[config.mk]
export PLATFORM = sky130hd
export DESIGN_NAME = if_id_stage_reg
export DESIGN_NICKNAME = d
export VERILOG_FILES = /design/src/rtl/if_id_stage_reg.sv
export SDC_FILE = /design/constraint.sdc
export NUM_CORES = 1
export LEC_CHECK = 0
export ABC_AREA = 1
export CAP_MARGIN = 40
export CORE_MARGIN = 5
export CORE_UTILIZATION = 45
export CTS_CLUSTER_DIAMETER = 120
export DETAILED_ROUTE_END_ITERATION = 10
export PLACE_DENSITY = 0.85
export RECOVER_POWER = 100
export SLEW_MARGIN = 20
export SYNTH_ARGS = -nofsm -noshare
export SYNTH_HDL_FRONTEND = slang
export SYNTH_SLANG_ARGS = --single-unit
export TNS_END_PERCENT = 30
[constraint.sdc]
create_clock -name clk -period 3.2 [get_ports clk]
set_clock_uncertainty 0.1 [all_clocks]
set_input_delay 0.64 -clock clk [delete_from_list [all_inputs] [get_ports clk]]
set_output_delay 0.64 -clock clk [all_outputs]
set_load 0.01 [all_outputs]
[src/rtl/if_id_stage_reg.sv]
// IF/ID pipeline stage register with valid/ready handshake, flush and a
// saturating downstream-stall counter. Define IF_ID_SKID_EN to add a one-entry skid buffer.
module if_id_stage_reg #(
    parameter int unsigned         PC_W      = 32,
    parameter int unsigned         INSTR_W   = 32,
    parameter logic [INSTR_W-1:0]  NOP_INSTR = '0
) (
    input  logic               clk,
    input  logic               rst,
    input  logic               in_valid,
    output logic               in_ready,
    input  logic [PC_W-1:0]    in_pc,
    input  logic [INSTR_W-1:0] in_instr,
    input  logic               flush,
    output logic               out_valid,
    input  logic               out_ready,
    output logic [PC_W-1:0]    out_pc,
    output logic [INSTR_W-1:0] out_instr,
    output logic [15:0]        out_stall_cnt
);

    localparam int unsigned  CNT_W   = 16;
    localparam logic [CNT_W-1:0] CNT_MAX = '1;

    logic               accept;
    logic               consume;
    logic               valid_d;
    logic [PC_W-1:0]    pc_d;
    logic [INSTR_W-1:0] instr_d;
    logic [CNT_W-1:0]   cnt_d;

    assign accept  = in_valid && in_ready;
    assign consume = out_valid && out_ready;

    // Stall counter: counts held-output cycles, frozen by flush, never wraps
    always_comb begin
        cnt_d = out_stall_cnt;
        if (!flush && out_valid && !out_ready && (out_stall_cnt != CNT_MAX))
            cnt_d = out_stall_cnt + CNT_W'(1);
    end

`ifdef IF_ID_SKID_EN
    logic               skid_valid;
    logic [PC_W-1:0]    skid_pc;
    logic [INSTR_W-1:0] skid_instr;
    logic               skid_valid_d;
    logic [PC_W-1:0]    skid_pc_d;
    logic [INSTR_W-1:0] skid_instr_d;
    logic               in_ready_q;

    // Ready comes from a flop; rst gating only forces it low during reset
    assign in_ready = in_ready_q && !rst;

    always_comb begin
        valid_d      = out_valid;
        pc_d         = out_pc;
        instr_d      = out_instr;
        skid_valid_d = skid_valid;
        skid_pc_d    = skid_pc;
        skid_instr_d = skid_instr;
        if (flush) begin
            valid_d      = 1'b0;
            pc_d         = '0;
            instr_d      = NOP_INSTR;
            skid_valid_d = 1'b0;
        end else if (!out_valid || out_ready) begin
            if (skid_valid) begin
                valid_d      = 1'b1;
                pc_d         = skid_pc;
                instr_d      = skid_instr;
                skid_valid_d = accept;
                if (accept) begin
                    skid_pc_d    = in_pc;
                    skid_instr_d = in_instr;
                end
            end else if (accept) begin
                valid_d = 1'b1;
                pc_d    = in_pc;
                instr_d = in_instr;
            end else if (consume) begin
                valid_d = 1'b0;
            end
        end else if (accept) begin
            skid_valid_d = 1'b1;
            skid_pc_d    = in_pc;
            skid_instr_d = in_instr;
        end
    end

    always_ff @(posedge clk) begin
        if (rst) begin
            skid_valid <= 1'b0;
            skid_pc    <= '0;
            skid_instr <= NOP_INSTR;
            in_ready_q <= 1'b1;
        end else begin
            skid_valid <= skid_valid_d;
            skid_pc    <= skid_pc_d;
            skid_instr <= skid_instr_d;
            in_ready_q <= !skid_valid_d;
        end
    end
`else
    // Output slot is free when empty or draining this cycle
    assign in_ready = (!out_valid || out_ready) && !rst;

    always_comb begin
        valid_d = out_valid;
        pc_d    = out_pc;
        instr_d = out_instr;
        if (flush) begin
            valid_d = 1'b0;
            pc_d    = '0;
            instr_d = NOP_INSTR;
        end else if (accept) begin
            valid_d = 1'b1;
            pc_d    = in_pc;
            instr_d = in_instr;
        end else if (consume) begin
            valid_d = 1'b0;
        end
    end
`endif

    always_ff @(posedge clk) begin
        if (rst) begin
            out_valid     <= 1'b0;
            out_pc        <= '0;
            out_instr     <= NOP_INSTR;
            out_stall_cnt <= '0;
        end else begin
            out_valid     <= valid_d;
            out_pc        <= pc_d;
            out_instr     <= instr_d;
            out_stall_cnt <= cnt_d;
        end
    end

endmodule
==> results.yml, run 1 <==
status:
  status: "complete, no violations"
critical_path:
  slowest_stage: "dlygate4sd3_1"
  crit_top_cell: "dlygate4sd3_1"
  cp_max_fo: 2
  slowest_delay_ps: 600
  start_kind: "primary input"
  criticalPathCategory: "primary input to output port"
  end_kind: "output port"
  critPathRequiredTime_ps: 2460
  worstPathCellList: "dlygate4sd3_1, nor2_1, nor2_4, dlygate4sd3_1"
  arrival_ps: 2070
route:
  met1_length_mm: 3.828
  maxUsedRoutingLayer: "met4"
  via_per_inst: 5.112
  finalWirelength_mm: 9.935
  drt-initial-drc-count: 126
  drcViolationCount: 0
  ant_nets: 0
  num_vias: 3548
  dr_wl_met2_mm: 5.057
  wl_met3_um: 865
  routedWlPerCell_um: 14.32
  drt_first_pass_iters: 4
global_route:
  grt_overflow: 0
  grt_max_degree: 66
  grt_pass1_vias: 3295
  grt.total_usage_pct: 21.11
  grt_pass1_wl_mm: 15.44
  grt_antenna_before_repair: 0
clock_tree:
  clk_latency_ps: 330
  cts-htree-levels: 3
  postCtsSetupBuffers: 0
  cts_root_buffer: "clkbuf_8"
  hold_buffers: 0
  cts_buffers: 9
  cts-resized-gates: 0
  cts_tree: "built"
  numClockSinks: 81
  clkTransAtPathRegs_ps: 70
  clock_path_buffers: 2
timing:
  setup-tns-final_ps: 0
  tightest_slew_ps: 1330
  fin_crit_sh_pct: 87.85
  rsz0062_at_grt: "no"
  period_minus_slack_ps: 2811
  layout_setup_ws_ps: 388.8
  setup_violations: 0
  maxSlewViolCount: 0
  finalHoldViolCount: 0
  slew_headroom_pct: 11.31
  fmax_ghz: 0.3557
pwr:
  power_leakage_uw: 0.002092
  vdd_drop_max_mv: 0.2972
  pwr_density_cell_nw_per_um2: 423.3
die:
  num_rows: 31
  start_util_pct: 46.09
  die_area_um2: 9253
  ios: 151
  design.core.area_um2: 7253
  die_x_um: 96.20
  die_y_um: 96.20
placed_design:
  gp_congestion: 0.8951
  place_hpwl_mm: 7.116
  place_area_um2: 4877
  port_buffers: 150
  dp_cells: 678
  place_ws_ps: 625.3
final_layout:
  n_antenna_cell: 0
  utilization_pct: 70.31
  drive_gt1_share_pct: 5.714
  mostFrequentLayoutCells: "nand2_1, dlygate4sd3_1, nand3_1, dfxtp_1, a21oi_1"
  final_nets: 660
  finalInstanceArea_um2: 5100
  areaGrowthSynthToFinish_pct: 52.54
  final_common_cell: "nand2_1"
  stdcell_count: 694
  fillers: 602
yosys:
  synth_area_um2: 3343
  ys_seq_elements: 81
  syn_inst: 454
  netlist-cell-type-count: 21
  yosysTopAreaCell: "dfxtp_1"
  synth.net_count: 524
  seq_area_frac_synth_pct: 48.50
  synth_top_cell_area_share_pct: 48.50
  synth_area_leaders: "dfxtp_1, nand2_1, nand3_1"
  synth_warnings: 0
  synth.avg_cell_area_um2: 7.364
job:
  max-cap-violations: 0
worst_hold_path:
  min_path_type: "register to register"
-- area by class of cell --
| type | count | area, µm² | area share [%] |
|---|---|---|---|
| clock buffers | 10 | 127.6 | 2.502 |
| clock inverters | 6 | 115.1 | 2.257 |
| inverters | 21 | 78.83 | 1.546 |
| multi-input cells | 322 | 1489 | 29.20 |
| flip-flops and latches | 81 | 1622 | 31.80 |
| well taps | 99 | 123.9 | 2.429 |
| repair buffers | 155 | 1544 | 30.27 |
-- cells by family (layout without fill, tap and decap cells) --
| logic type | after synthesis | after routing | synth area share, % |
|---|---|---|---|
| and+or+nand+nor | 245 | 245 | 32.52 |
| adders and majority gates | 1 | 1 | 0.3742 |
| DFF | 81 | 81 | 48.50 |
| xor gates and xnor gates | 1 | 1 | 0.2620 |
| AOI/OAI and AO/OA | 75 | 75 | 11.23 |
| buffers and inverters | 51 | 192 | 7.111 |
-- cell usage after synthesis --
library cell    n
buf_6           1
nor2_2          3
inv_1          19
nand2_1       110
nand3b_1        2
nand2_2         2
nand3_1        81
nand2_4         1
nor2_4          2
a21oi_1        75
buf_4           6
nor2_1         41
clkbuf_1        6
nand3_2         1
buf_2          13
nand4_2         2
inv_2           2
buf_1           4
dfxtp_1        81
xnor2_1         1
ha_1            1
-- registers in the layout, summed over array words and instances (netlist names) --
register	cells
out_instr	32
out_pc	32
out_stall_cnt	16
out_valid	1
-- critical path, delay by kind of cell --
family                 cells  cell delay [ps]
buffers and inverters      2             1150
AND/OR/NAND/NOR            2              280
-- stage by stage --
stage	power [µW]	hold slack, ps
finish	2159	360.2
CTS	2186	365.1
global placement	1295	347.0
floorplan	1156	383.1
detailed placement	1299	352.3
global route	2248	374.9
-- layer usage --
layer	GRT usage, %	up-vias
li1	-	1762
met1	23.61	1653
met2	36.75	121
met3	7.037	12
met4	8.294	0
met5	0	-
-- path summary, 6_finish.rpt --
| path | slack [ps] | end | start | cells after the start |
|---|---|---|---|---|
| worst max register to register | 1380 | out_stall_cnt[1] | out_stall_cnt[0] | 8 |
| worst min register to register | 360 | out_pc[23] | out_pc[23] | 2 |
| worst max-delay path | 390 | in_ready | out_ready | 4 |
| worst min-delay path | 360 | out_pc[23] | out_pc[23] | 2 |
-- where the power goes --
part	switching, µW	internal [µW]	leakage, µW
registers	8.51	1030	0.000656
logic	107	124	0.00132
clock network	372	523	0.000117
(Power assumes the default switching activity.)
==> run 2, diff against run 1 <==
Settings changed: SLEW_MARGIN 20 to 5.
Clock period 3.2 ns to 3.5 ns, I/O delays scaled along.
==> results.yml, run 2 (synthesis results as in run 1) <==
final_layout:
  finalInstanceArea_um2: 5076
  largest_registers: "out_instr (32), out_pc (32), out_stall_cnt (16)"
  fillers: 607
  final_common_cell: "nand2_1"
  final_nets: 662
  utilization_pct: 69.98
  n_antenna_cell: 0
  mostFrequentLayoutCells: "nand2_1, dlygate4sd3_1, nand3_1, dfxtp_1, a21oi_1"
  drive_gt1_share_pct: 5.872
  multi_input_area_um2: 1489
  seq_area_um2: 1622
  areaGrowthSynthToFinish_pct: 51.83
route:
  via_per_inst: 5.083
  ant_nets: 0
  drcViolationCount: 0
  num_vias: 3533
  finalWirelength_mm: 9.881
  routedWlPerCell_um: 14.22
  drt-initial-drc-count: 87
  drt_first_pass_iters: 5
timing:
  setup_violations: 0
  setup-tns-final_ps: 0
  rsz0062_at_grt: "no"
  maxSlewViolCount: 0
  fmax_ghz: 0.3384
  period_minus_slack_ps: 2955
  fin_crit_sh_pct: 84.42
  slew_headroom_pct: 33.03
  tightest_slew_ps: 1002
  finalHoldViolCount: 0
clock_tree:
  cts_tree: "built"
  numClockSinks: 81
  cts-htree-levels: 3
  cts_root_buffer: "clkbuf_8"
  postCtsSetupBuffers: 0
  clock_path_buffers: 2
  cts_buffers: 9
  clkTransAtPathRegs_ps: 70
  cts-resized-gates: 0
  clk_latency_ps: 340
  hold_buffers: 0
placed_design:
  place_area_um2: 4867
  port_buffers: 150
  gp_congestion: 0.8967
  place_hpwl_mm: 7.058
critical_path:
  worstPathCellList: "dlygate4sd3_1, nor2_1, nor2_4, dlygate4sd3_1"
  arrival_ps: 2150
  criticalPathCategory: "primary input to output port"
  end_kind: "output port"
  slowest_delay_ps: 610
  slowest_stage: "dlygate4sd3_1"
  crit_top_cell: "dlygate4sd3_1"
  cp_max_fo: 3
  cp-startpoint: "out_ready"
  r2r_start: "out_valid"
  critPathRequiredTime_ps: 2700
  start_kind: "primary input"
global_route:
  grt_antenna_before_repair: 0
  grt_max_degree: 65
  grt_overflow: 0
  grt_pass1_vias: 3331
  grt.total_usage_pct: 21.15
  grt_pass1_wl_mm: 15.51
status:
  status: "complete, no violations"
worst_hold_path:
  min_path_type: "register to register"
  hold_start: "out_pc[31]"
die:
  die_y_um: 96.20
  ios: 151
  design.core.area_um2: 7253
  die_x_um: 96.20
  die_area_um2: 9253
  start_util_pct: 46.09
  num_rows: 31
pwr:
  vdd_drop_max_mv: 0.2241
  power_leakage_uw: 0.002080
  pwr_density_cell_nw_per_um2: 373.1
job:
  max-cap-violations: 0
-- run 2: changes by cell type in the layout (fill, tap and decap cells not counted) --
cell        change
buf_12          -1
clkbuf_2        -1
clkinv_2        +1
clkbuf_8        +1
clkinvlp_4      +1
buf_4           +3
bufinv_16       -1
inv_6           -1
clkinv_4        -1
-- run 2: final timing paths --
path                                       to  slack, ps  depth (start not counted)
worst min register to register     out_pc[31]        360                          2
worst min-delay path               out_pc[31]        360                          2
worst max register to register  out_instr[24]       1730                          7
worst max-delay path                 in_ready        550                          4
-- run 2: area by class of cell --
cell class,instances,share of cell area (%)
Sequential cell,81,31.94
Timing Repair Buffer,157,30.44
Multi-Input combinational cell,322,29.33
Clock buffer,10,2.711
Tap cell,99,2.440
Clock inverter,5,1.578
Inverter,21,1.553
-- run 2: stage by stage --
stage                     setup WS [ps]  instances  power (µW)  hold slack, ps
final                             545.3        695        1894           359.4
after global routing              373.0        695        1967           374.6
after CTS                         771.5        695        1922           364.5
after detailed placement          784.0        680        1185           352.5
after global placement            781.8        680        1182           347.3
after floorplan                    1549        454        1057           383.1
-- run 2: worst max-delay path: cells and delay by family --
family	cells	cell delay [ps]
buffers and inverters	2	1160
and+or+nand+nor	2	290
-- run 2: power by group --
group          switching, µW  internal [µW]  leakage (µW)
combinational           97.3            112       0.00132
sequential              8.17            938      0.000656
clock                    323            416      0.000104
total                    428           1470       0.00208
-- run 2: routing by layer --
layer  GRT usage [%]  wire, µm  vias to the layer above
li1                -         -                     1766
met4           6.043       122                        0
met5               0         0                        -
met1           24.22      3819                     1635
met3           7.662       833                       11
met2           36.80      5106                      121
